$ cat src/rtl/seq_control_pkg.sv
// Shared definitions for the instruction sequence controller: FSM states,
// opcode constants and the execute-phase end step of each opcode.
package seq_control_pkg;

    typedef enum logic [2:0] {
        ST_IDLE     = 3'd0,
        ST_FETCH    = 3'd1,
        ST_DECODE   = 3'd2,
        ST_INDIRECT = 3'd3,
        ST_EXEC     = 3'd4,
        ST_INTR     = 3'd5
    } state_e;

    localparam logic [2:0] OP_AND    = 3'd0;
    localparam logic [2:0] OP_ADD    = 3'd1;
    localparam logic [2:0] OP_LDA    = 3'd2;
    localparam logic [2:0] OP_STA    = 3'd3;
    localparam logic [2:0] OP_BUN    = 3'd4;
    localparam logic [2:0] OP_BSA    = 3'd5;
    localparam logic [2:0] OP_ISZ    = 3'd6;
    localparam logic [2:0] OP_REG_IO = 3'd7;

    // Timing step at which the execute phase of each opcode completes
    function automatic logic [2:0] end_step(input logic [2:0] op);
        logic [2:0] step;
        case (op)
            OP_AND, OP_ADD, OP_LDA: step = 3'd5;
            OP_STA, OP_BUN:         step = 3'd4;
            OP_BSA:                 step = 3'd5;
            OP_ISZ:                 step = 3'd6;
            OP_REG_IO:              step = 3'd3;
            default:                step = 3'd3;
        endcase
        return step;
    endfunction

endpackage

$ cat src/rtl/timing_decoder.sv
// 3-to-8 one-hot decoder with enable; used for both the timing signals and
// the opcode decode.
module timing_decoder (
    input  logic       en,
    input  logic [2:0] sel,
    output logic [7:0] y
);

    // one-hot select, all-zero when disabled
    always_comb begin
        y = 8'h00;
        if (en) begin
            y[sel] = 1'b1;
        end else begin
            y = 8'h00;
        end
    end

endmodule

$ cat src/rtl/seq_control.sv
// Instruction sequence controller: steps fetch/decode/indirect/execute and
// interrupt cycles by commanding an external sequence counter.
module seq_control
    import seq_control_pkg::*;
#(
    parameter int SC_W   = 3,
    parameter int LAST_T = 7
) (
    input  logic            CLK,
    input  logic            CLR,
    input  logic [SC_W-1:0] SC_T,
    input  logic [2:0]      IR_OP,
    input  logic            IR_I,
    input  logic            IR_HLT,
    input  logic            START,
    input  logic            IEN,
    input  logic            FGI,
    input  logic            FGO,
    output logic            SC_CLR,
    output logic            SC_INC,
    output logic [7:0]      T,
    output logic [7:0]      D,
    output logic            I_FF,
    output logic            S,
    output logic            R,
    output logic            IEN_CLR,
    output logic            ERR
);

    state_e          state_r, state_nx_s;
    logic            s_r, s_nx_s;
    logic            r_r, r_nx_s;
    logic            i_ff_r, i_ff_nx_s;
    logic            err_r, err_nx_s;
    logic [7:0]      d_r, d_nx_s;
    logic [2:0]      op_r, op_nx_s;
    logic [SC_W-1:0] shadow_r;

    logic            sc_clr_s, sc_inc_s, ien_clr_s;
    logic [31:0]     sc_t_w_s;
    logic [2:0]      t_sel_s;
    logic            t_en_s;
    logic [7:0]      t_dec_s, op_dec_s;
    logic            at_end_s, halt_s, r_set_s, mismatch_s, overrun_s;

    assign sc_t_w_s = 32'(SC_T);
    assign t_sel_s  = sc_t_w_s[2:0];
    assign t_en_s   = s_r && (sc_t_w_s < 32'd8);

    timing_decoder u_t_dec (
        .en  (t_en_s),
        .sel (t_sel_s),
        .y   (t_dec_s)
    );

    timing_decoder u_op_dec (
        .en  (1'b1),
        .sel (IR_OP),
        .y   (op_dec_s)
    );

    assign at_end_s   = (sc_t_w_s == 32'(end_step(op_r)));
    assign halt_s     = (state_r == ST_EXEC) && (op_r == OP_REG_IO) && !i_ff_r
                        && IR_HLT && (sc_t_w_s == 32'd3);
    assign r_set_s    = s_r && (sc_t_w_s >= 32'd3) && IEN && (FGI || FGO);
    assign mismatch_s = s_r && (SC_T != shadow_r);
    // Reaching LAST_T is only legal as the end step of an execute phase
    assign overrun_s  = (sc_t_w_s == 32'(LAST_T)) && !((state_r == ST_EXEC) && at_end_s);

    // next-state, counter commands and register updates
    always_comb begin
        state_nx_s = state_r;
        s_nx_s     = s_r;
        r_nx_s     = r_r;
        i_ff_nx_s  = i_ff_r;
        d_nx_s     = d_r;
        op_nx_s    = op_r;
        err_nx_s   = err_r;
        sc_clr_s   = 1'b0;
        sc_inc_s   = 1'b0;
        ien_clr_s  = 1'b0;

        if (r_set_s) begin
            r_nx_s = 1'b1;
        end else begin
            r_nx_s = r_r;
        end

        case (state_r)
            ST_IDLE: begin
                sc_clr_s = 1'b1;
                if (START) begin
                    s_nx_s     = 1'b1;
                    state_nx_s = ST_FETCH;
                end else begin
                    state_nx_s = ST_IDLE;
                end
            end
            ST_FETCH: begin
                sc_inc_s = 1'b1;
                if (sc_t_w_s >= 32'd1) begin
                    state_nx_s = ST_DECODE;
                end else begin
                    state_nx_s = ST_FETCH;
                end
            end
            ST_DECODE: begin
                sc_inc_s  = 1'b1;
                d_nx_s    = op_dec_s;
                op_nx_s   = IR_OP;
                i_ff_nx_s = IR_I;
                if (IR_OP == OP_REG_IO) begin
                    state_nx_s = ST_EXEC;
                end else if (IR_I) begin
                    state_nx_s = ST_INDIRECT;
                end else begin
                    state_nx_s = ST_EXEC;
                end
            end
            ST_INDIRECT: begin
                sc_inc_s   = 1'b1;
                state_nx_s = ST_EXEC;
            end
            ST_EXEC: begin
                if (halt_s) begin
                    sc_clr_s   = 1'b1;
                    s_nx_s     = 1'b0;
                    state_nx_s = ST_IDLE;
                end else if (at_end_s) begin
                    sc_clr_s = 1'b1;
                    if (r_r || r_set_s) begin
                        state_nx_s = ST_INTR;
                    end else begin
                        state_nx_s = ST_FETCH;
                    end
                end else begin
                    sc_inc_s   = 1'b1;
                    state_nx_s = ST_EXEC;
                end
            end
            ST_INTR: begin
                if (sc_t_w_s == 32'd2) begin
                    sc_clr_s   = 1'b1;
                    ien_clr_s  = 1'b1;
                    r_nx_s     = 1'b0;
                    state_nx_s = ST_FETCH;
                end else begin
                    sc_inc_s   = 1'b1;
                    state_nx_s = ST_INTR;
                end
            end
            default: begin
                sc_clr_s   = 1'b1;
                s_nx_s     = 1'b0;
                state_nx_s = ST_IDLE;
            end
        endcase

        // Any count fault stops the machine and parks the counter at zero
        if (mismatch_s || overrun_s) begin
            err_nx_s   = 1'b1;
            s_nx_s     = 1'b0;
            state_nx_s = ST_IDLE;
            sc_clr_s   = 1'b1;
            sc_inc_s   = 1'b0;
            ien_clr_s  = 1'b0;
        end else begin
            err_nx_s = err_r;
        end

        if (CLR) begin
            sc_clr_s  = 1'b1;
            sc_inc_s  = 1'b0;
            ien_clr_s = 1'b0;
        end else begin
            sc_inc_s = sc_inc_s;
        end
    end

    // state, flags and shadow count
    always_ff @(posedge CLK) begin
        if (CLR) begin
            state_r  <= ST_IDLE;
            s_r      <= 1'b0;
            r_r      <= 1'b0;
            i_ff_r   <= 1'b0;
            err_r    <= 1'b0;
            d_r      <= 8'h00;
            op_r     <= 3'd0;
            shadow_r <= {SC_W{1'b0}};
        end else begin
            state_r <= state_nx_s;
            s_r     <= s_nx_s;
            r_r     <= r_nx_s;
            i_ff_r  <= i_ff_nx_s;
            err_r   <= err_nx_s;
            d_r     <= d_nx_s;
            op_r    <= op_nx_s;
            if (sc_clr_s) begin
                shadow_r <= {SC_W{1'b0}};
            end else if (sc_inc_s) begin
                shadow_r <= shadow_r + SC_W'(1);
            end else begin
                shadow_r <= shadow_r;
            end
        end
    end

    assign SC_CLR  = sc_clr_s;
    assign SC_INC  = sc_inc_s;
    assign IEN_CLR = ien_clr_s;
    assign T       = t_dec_s;
    assign D       = d_r;
    assign I_FF    = i_ff_r;
    assign S       = s_r;
    assign R       = r_r;
    assign ERR     = err_r;

endmodule

$ cat config.mk
export PLATFORM = sky130hd
export DESIGN_NAME = seq_control
export DESIGN_NICKNAME = d
export VERILOG_FILES = /design/src/rtl/seq_control_pkg.sv /design/src/rtl/timing_decoder.sv /design/src/rtl/seq_control.sv
export SDC_FILE = /design/constraint.sdc
export NUM_CORES = 1
export LEC_CHECK = 0
export ABC_AREA = 1
export CAP_MARGIN = 0
export CORE_UTILIZATION = 30
export DETAILED_ROUTE_END_ITERATION = 16
export PLACE_DENSITY_LB_ADDON = 0.05
export SLEW_MARGIN = 10
export SYNTH_ARGS = -nofsm -noshare
export SYNTH_HDL_FRONTEND = slang
export SYNTH_SLANG_ARGS = --single-unit
$ cat constraint.sdc
create_clock -name CLK -period 1.8 [get_ports CLK]
set_input_delay 0.36 -clock CLK [delete_from_list [all_inputs] [get_ports CLK]]
set_output_delay 0.36 -clock CLK [all_outputs]
set_load 0.02 [all_outputs]
==> summary.txt, run 1 <==
Run status
  – Status: finished, violations left
  – Failing checks: negative setup slack

Layout
  – Layout cells sized above 1: 33.9%
  – Non-filler cells in the finished layout: 301
  – Syn-to-layout area delta: 56.8%
  – Filler Cell Count: 426
  – Inserted Diodes: 0
  – Layout Nets: 268

Drt
  – Antenna Violating Nets Remaining: 0
  – Final wirelength: 3290 um
  – Initial drt markers: 62
  – Via count: 1322
  – DR pass1 iterations: 4
  – DR WL/cell: 10.9 um
  – DRC errors left: 0
  – Via density: 4.39

Logic synthesis
  – XOR/XNOR Fraction of Synth Area: 3.45%
  – Number of flops mapped to enable cells by yosys: 0
  – Register area share after synthesis: 37.9%
  – Mux cell area share after synthesis: 0%
  – Asr flop ratio synth: 0%
  – Synth Area in Compound Gates: 10.1%
  – Area leader, netlist: dfxtp_1
  – Synth Flop Type: dfxtp_1
  – Synth cell types: 26
  – Synth Instances: 180
  – Mapped Area: 1270 um2
  – Post-synthesis simple-gate area fraction: 38.4%
  – Synth top area share: 37.9%
  – Synthesized area per cell: 7.05 um2
  – Synth warn: 0
  – Largest family of logic cells by synthesized area: simple AND/OR/NAND/NOR gates
  – Area share of fa/ha/maj cells after synthesis: 0.986%
  – Syn nets: 195
  – Synth top area cells: dfxtp_1 38%, nand2_1 10%, nor2_1 8.6%
  – Flops & latches, synth: 24

Global route
  – Total gr overflow: 0
  – GR Util All Layers: 15.7%
  – Number of global-route vias before repair: 1273
  – Initial antenna violation count: 0
  – First-pass GRT wire length: 5360 um
  – Largest net degree at the start of global routing: 13

Critical path
  – CP bufs+invs: 4
  – Most used cell, CP: buf_6
  – CP Launch Type: flip-flop
  – Max incr delay on CP: 0.43 ns
  – Crit path DAT: 1.46 ns
  – Crit Path Category: reg2out
  – Worst-path maximum fanout: 5
  – Crit path capture type: output pin
  – Slowest stage cell, crit path: dfxtp_1
  – Worst-path cell chain: nand2_2 > inv_1 > nand3_2 > nand2_4 > nand4_4 > buf_6 > inv_2 > buf_6
  – CP Data Required Time: 1.44 ns
  – Top Family by Delay on Critical Path: flip-flops

STA
  – Max Fclk: 0.548 GHz
  – Max Slew Vio Count: 0
  – Setup violators final: 1
  – Clk_skew: 0.00128 ns
  – Rel. slew slack: 81.0%
  – RSZ-0062 raised after global routing: true
  – Period Utilization, post-route: 101%
  – PnR worst setup slack: -0.0238 ns
  – Minimum clock period: 1.82 ns
  – Final Hold Fails: 0
  – Pin slew with the least headroom to its limit: 0.284 ns

Clocking
  – Clock Path Buffers: 2
  – Worst-Skew Late Latency: 0.25 ns
  – CTS tree: done
  – Root Buffer: clkbuf_8
  – CTS Buf Count: 3
  – Clock sinks: 24
  – CTS H-Tree Depth: 1
  – Worst-path clk slew: 0.08 ns

Pwr
  – Pleak: 0.000896 uW
  – Sw power: 337 uW
  – Int Pwr: 861 uW
  – Clock share of power: 25.2%
  – Switch share: 28.1%
  – Tot Pwr: 1200 uW
  – Sequential power share: 47.8%
  – Peak VDD IR: 355 uV
  – Pwr/cell area: 602 nW/um2
  – Combinational share of power: 27.0%

Placed design
  – Port Buffers: 36
  – Dpl hpwl: 2650 um
  – RD Place Congestion: 0.813
  – Placed Cells incl. Taps: 292

Floorplanning
  – Io pins: 37
  – Site Rows: 23
  – Die H: 67.0 um
  – Core area: 4030 um2
  – DIE AREA: 4490 um2
  – Die width: 67.0 um
  – Starting density of the core: 31.5%

Job
  – Maxcap violations: 0

Min path
  – Worst min path class: reg2reg
[routing by layer]
metal  global-route usage, %  wire length [um]
met3                    2.57               130
met1                    19.0              1540
met2                    28.1              1590
met5                       0                 0
met4                    3.99                19
[through the flow]
stage                     util, %  hold slack (ns)  setup TNS (ns)  worst slack, ns  instance area [um2]
after floorplan                 -            0.438               0            0.122                 1270
after global placement       46.9            0.455           -6.47           -0.796                 1890
final                        49.4            0.467         -0.0238          -0.0238                 1990
after detailed placement     46.9            0.457           -7.10           -0.862                 1890
after global routing         49.4            0.501          -0.207           -0.107                 1990
after CTS                    49.1            0.471         -0.0712          -0.0373                 1980
[Yosys cell counts, types with 4 or more instances]
library cell	instances
a21oi_2	4
a21oi_1	11
dfxtp_1	24
inv_1	23
nand4_1	4
nand2_2	7
nor2_1	29
nand3_1	14
nand2_1	34
xnor2_1	5
nor2_2	4
o21ai_0	5
[timing repair]
item | in CTS | in global routing
pin swaps | 5 | 6
endpoints found under the setup margin | 11 | 3
setup buffers | 5 | 1
hold buffers | 0 | 0
gates resized for setup | 48 | 11
[worst reg2reg max path: cells and delay by family, from the launching register on]
kind / cells / cell delay, ns
flops: 1 / 0.37
buf+inv: 3 / 0.40
compound gates: 1 / 0.06
simple gates: 5 / 0.59
[placed cells by master (no fill, tap or decap), types with 6 or more instances in the layout]
cell type / Yosys / final
clkdlybuf4s50_1: 0 / 21
nand2_1: 34 / 31
nand3_1: 14 / 14
a21oi_1: 11 / 11
inv_2: 3 / 6
buf_4: 0 / 35
nand2_2: 7 / 10
dfxtp_1: 24 / 19
inv_1: 23 / 20
nor2_2: 4 / 7
dlygate4sd2_1: 0 / 9
nor2_1: 29 / 25
[cells by family after synthesis]
logic type | Yosys count
fa+ha+maj | 1
simple gates | 99
buf+inv | 29
flops | 24
xor+xnor | 5
compound gates | 22
[area by class of cell]
| class | count | area [um2] | share of cell area (%) |
|---|---|---|---|
| Tap cell | 50 | 62.6 | 3.14 |
| Sequential cell | 24 | 489 | 24.6 |
| Clock buffer | 3 | 41.3 | 2.08 |
| Multi-Input combinational cell | 127 | 704 | 35.4 |
| Inverter | 26 | 97.6 | 4.91 |
| Timing Repair Buffer | 71 | 594 | 29.9 |
[path summary, 6_finish.rpt]
check / start / endpoint / slack [ns] / depth (start not counted)
min: D[3] / D[3] / 0.47 / 2
min reg2reg: D[3] / D[3] / 0.47 / 2
max: state_r[2] / SC_INC / -0.02 / 8
max reg2reg: state_r[2] / flip-flop / 0.28 / 9
[power groups by stage]
stage / combinational [uW] / sequential (uW) / clock (uW)
2_1_floorplan: 145 / 590 / 0
3_3_place_gp: 308 / 580 / 0
3_5_place_dp: 310 / 580 / 0
4_1_cts: 326 / 572 / 317
5_1_grt: 357 / 576 / 338
6_report: 324 / 572 / 302
Note: power is estimated with default switching activity, not from simulation.
==> run 2, diff against run 1 <==
Settings changed: CORE_ASPECT_RATIO set to 0.75, CORE_UTILIZATION 30 to 50.
==> summary.txt, run 2 (synthesized netlist as in run 1, its figures left out) <==
Critical path
  – CP bufs+invs: 3
  – Crit Path Category: reg2out
  – Crit path DAT: 1.58 ns
  – Max incr delay on CP: 0.36 ns
  – Crit path capture type: output pin
  – Worst-path maximum fanout: 3
  – Slowest stage cell, crit path: dfxtp_2
  – CP Launch Type: flip-flop
  – R2R cell count: 10
  – Most used cell, CP: buf_6
  – FF-to-FF Start: state_r[1]
  – Worst-path cell chain: inv_1 > nand2_1 > o21ai_2 > o21ai_1 > nand2_2 > nand4_4 > buf_6 > buf_6
  – Top Family by Delay on Critical Path: flip-flops
  – CP Data Required Time: 1.44 ns
  – R2r setup slk: 0.14 ns

STA
  – Max Slew Vio Count: 0
  – Max Fclk: 0.516 GHz
  – Final Hold Fails: 0
  – Aggregate negative setup slack: -0.301 ns
  – Setup violators final: 3
  – Clk_skew: 0.00775 ns
  – Rel. slew slack: 81.4%
  – Minimum clock period: 1.94 ns
  – Pin slew with the least headroom to its limit: 0.278 ns
  – RSZ-0062 raised after global routing: true
  – PnR worst setup slack: -0.138 ns
  – Period Utilization, post-route: 108%

Layout
  – Most frequent cells in the layout: 30 x nand2_1, 27 x nor2_1, 27 x buf_4
  – Leading cell type in the layout, fill and taps excluded: nand2_1
  – Inserted Diodes: 0
  – Syn-to-layout area delta: 52.4%
  – Layout Nets: 260
  – Finished Cell Area: 1930 um2
  – Layout cells sized above 1: 32.0%

Pwr
  – Sequential power share: 44.8%
  – Combinational share of power: 24.1%
  – Clock share of power: 31.1%
  – Switch share: 28.2%
  – Pleak: 0.000873 uW
  – Pwr/cell area: 660 nW/um2
  – Sw power: 359 uW
  – Peak VDD IR: 686 uV
  – Int Pwr: 917 uW

Floorplanning
  – Die width: 60.2 um
  – Die H: 45.6 um
  – Starting density of the core: 54.1%
  – Core area: 2350 um2
  – DIE AREA: 2750 um2
  – Io pins: 37
  – Site Rows: 15

Clocking
  – CTS H-Tree Depth: 1
  – CTS tree: done
  – Root Buffer: clkbuf_4
  – Hold-fix buffers, CTS: 0
  – Worst-Skew Late Latency: 0.33 ns
  – CTS Buf Count: 3
  – Clock sinks: 24
  – Clock Path Buffers: 2
  – Worst-path clk slew: 0.14 ns

Job
  – Maxcap violations: 0

Global route
  – GR Util All Layers: 28.2%
  – Number of global-route vias before repair: 1243
  – First-pass GRT wire length: 5560 um
  – Initial antenna violation count: 0
  – Largest net degree at the start of global routing: 15
  – Total gr overflow: 0

Drt
  – DR WL/cell: 13.1 um
  – Via density: 4.98
  – Via count: 1385
  – Final wirelength: 3650 um
  – Initial drt markers: 81
  – Antenna Violating Nets Remaining: 0
  – DRC errors left: 0
  – DR pass1 iterations: 4

Min path
  – Worst min path class: reg2reg
  – Hold Path Cell Cnt: 2
  – HP Start: D[2]
  – Worst Hold End: D[2]

Placed design
  – RD Place Congestion: 0.906
  – Port Buffers: 36
  – Dpl hpwl: 2740 um
  – Area after DPL: 1820 um2

Run status
  – Failing checks: negative setup slack
  – Status: finished, violations left
run 2: per-stage QoR:
step | hold slack, ns | setup WS (ns) | util (%) | total power (uW) | cells
after global routing | 0.516 | -0.196 | 82.4 | 1330 | 278
after global placement | 0.444 | -0.788 | 77.4 | 856 | 269
after CTS | 0.475 | -0.111 | 81.4 | 1270 | 276
final | 0.475 | -0.138 | 82.4 | 1280 | 278
after detailed placement | 0.458 | -0.839 | 77.4 | 867 | 269
after floorplan | 0.438 | 0.122 | - | 735 | 180
run 2: worst max-delay path by stage:
stage | slack (ns) | cells after the start | startpoint | end
detailed placement | -0.84 | 10 | SC_T[2] | SC_INC
CTS | -0.11 | 8 | state_r[0] | SC_CLR
global placement | -0.79 | 10 | SC_T[0] | IEN_CLR
finish | -0.14 | 8 | state_r[1] | SC_CLR
floorplan | 0.12 | 6 | SC_T[1] | IEN_CLR
global route | -0.20 | 6 | state_r[1] | IEN_CLR
run 2: worst min-delay path: stages, from the launching register on:
cell and delay, ns:
dfxtp_1 0.33, nand2_1 0.06, a21oi_1 0.05
run 2: layout make-up:
class                   count  area, um2
multi-input cells         127        702
repair buffers             63        548
flip-flops and latches     24        490
fillers                   152        413
inverters                  26       97.6
well taps                  34       42.5
clock inverters             1       30.0
clock buffers               3       22.5
run 2: timing repair:
| item | CTS | global route |
|---|---|---|
| resized for setup | 46 | 13 |
| pin swaps | 6 | 4 |
| setup buffers | 3 | 2 |
| endpoints found under the hold margin | 0 | 0 |
| setup endpoints to repair | 12 | 10 |
run 2: routing by layer:
| metal | GRT usage (%) | wire length (um) | up-vias | share of wire [%] |
|---|---|---|---|---|
| li1 | - | - | 695 | - |
| met1 | 35.8 | 1470 | 626 | 40 |
| met2 | 46.4 | 1840 | 52 | 50 |
| met3 | 7.95 | 261 | 12 | 7.2 |
| met4 | 8.84 | 78 | 0 | 2.1 |
| met5 | 0 | 0 | - | 0 |
run 2: power groups by stage:
stage | clock network, uW | logic (uW) | registers, uW
3_5_place_dp | 0 | 288 | 579
3_3_place_gp | 0 | 279 | 577
2_1_floorplan | 0 | 145 | 590
6_report | 397 | 308 | 572
5_1_grt | 423 | 332 | 574
4_1_cts | 397 | 298 | 570
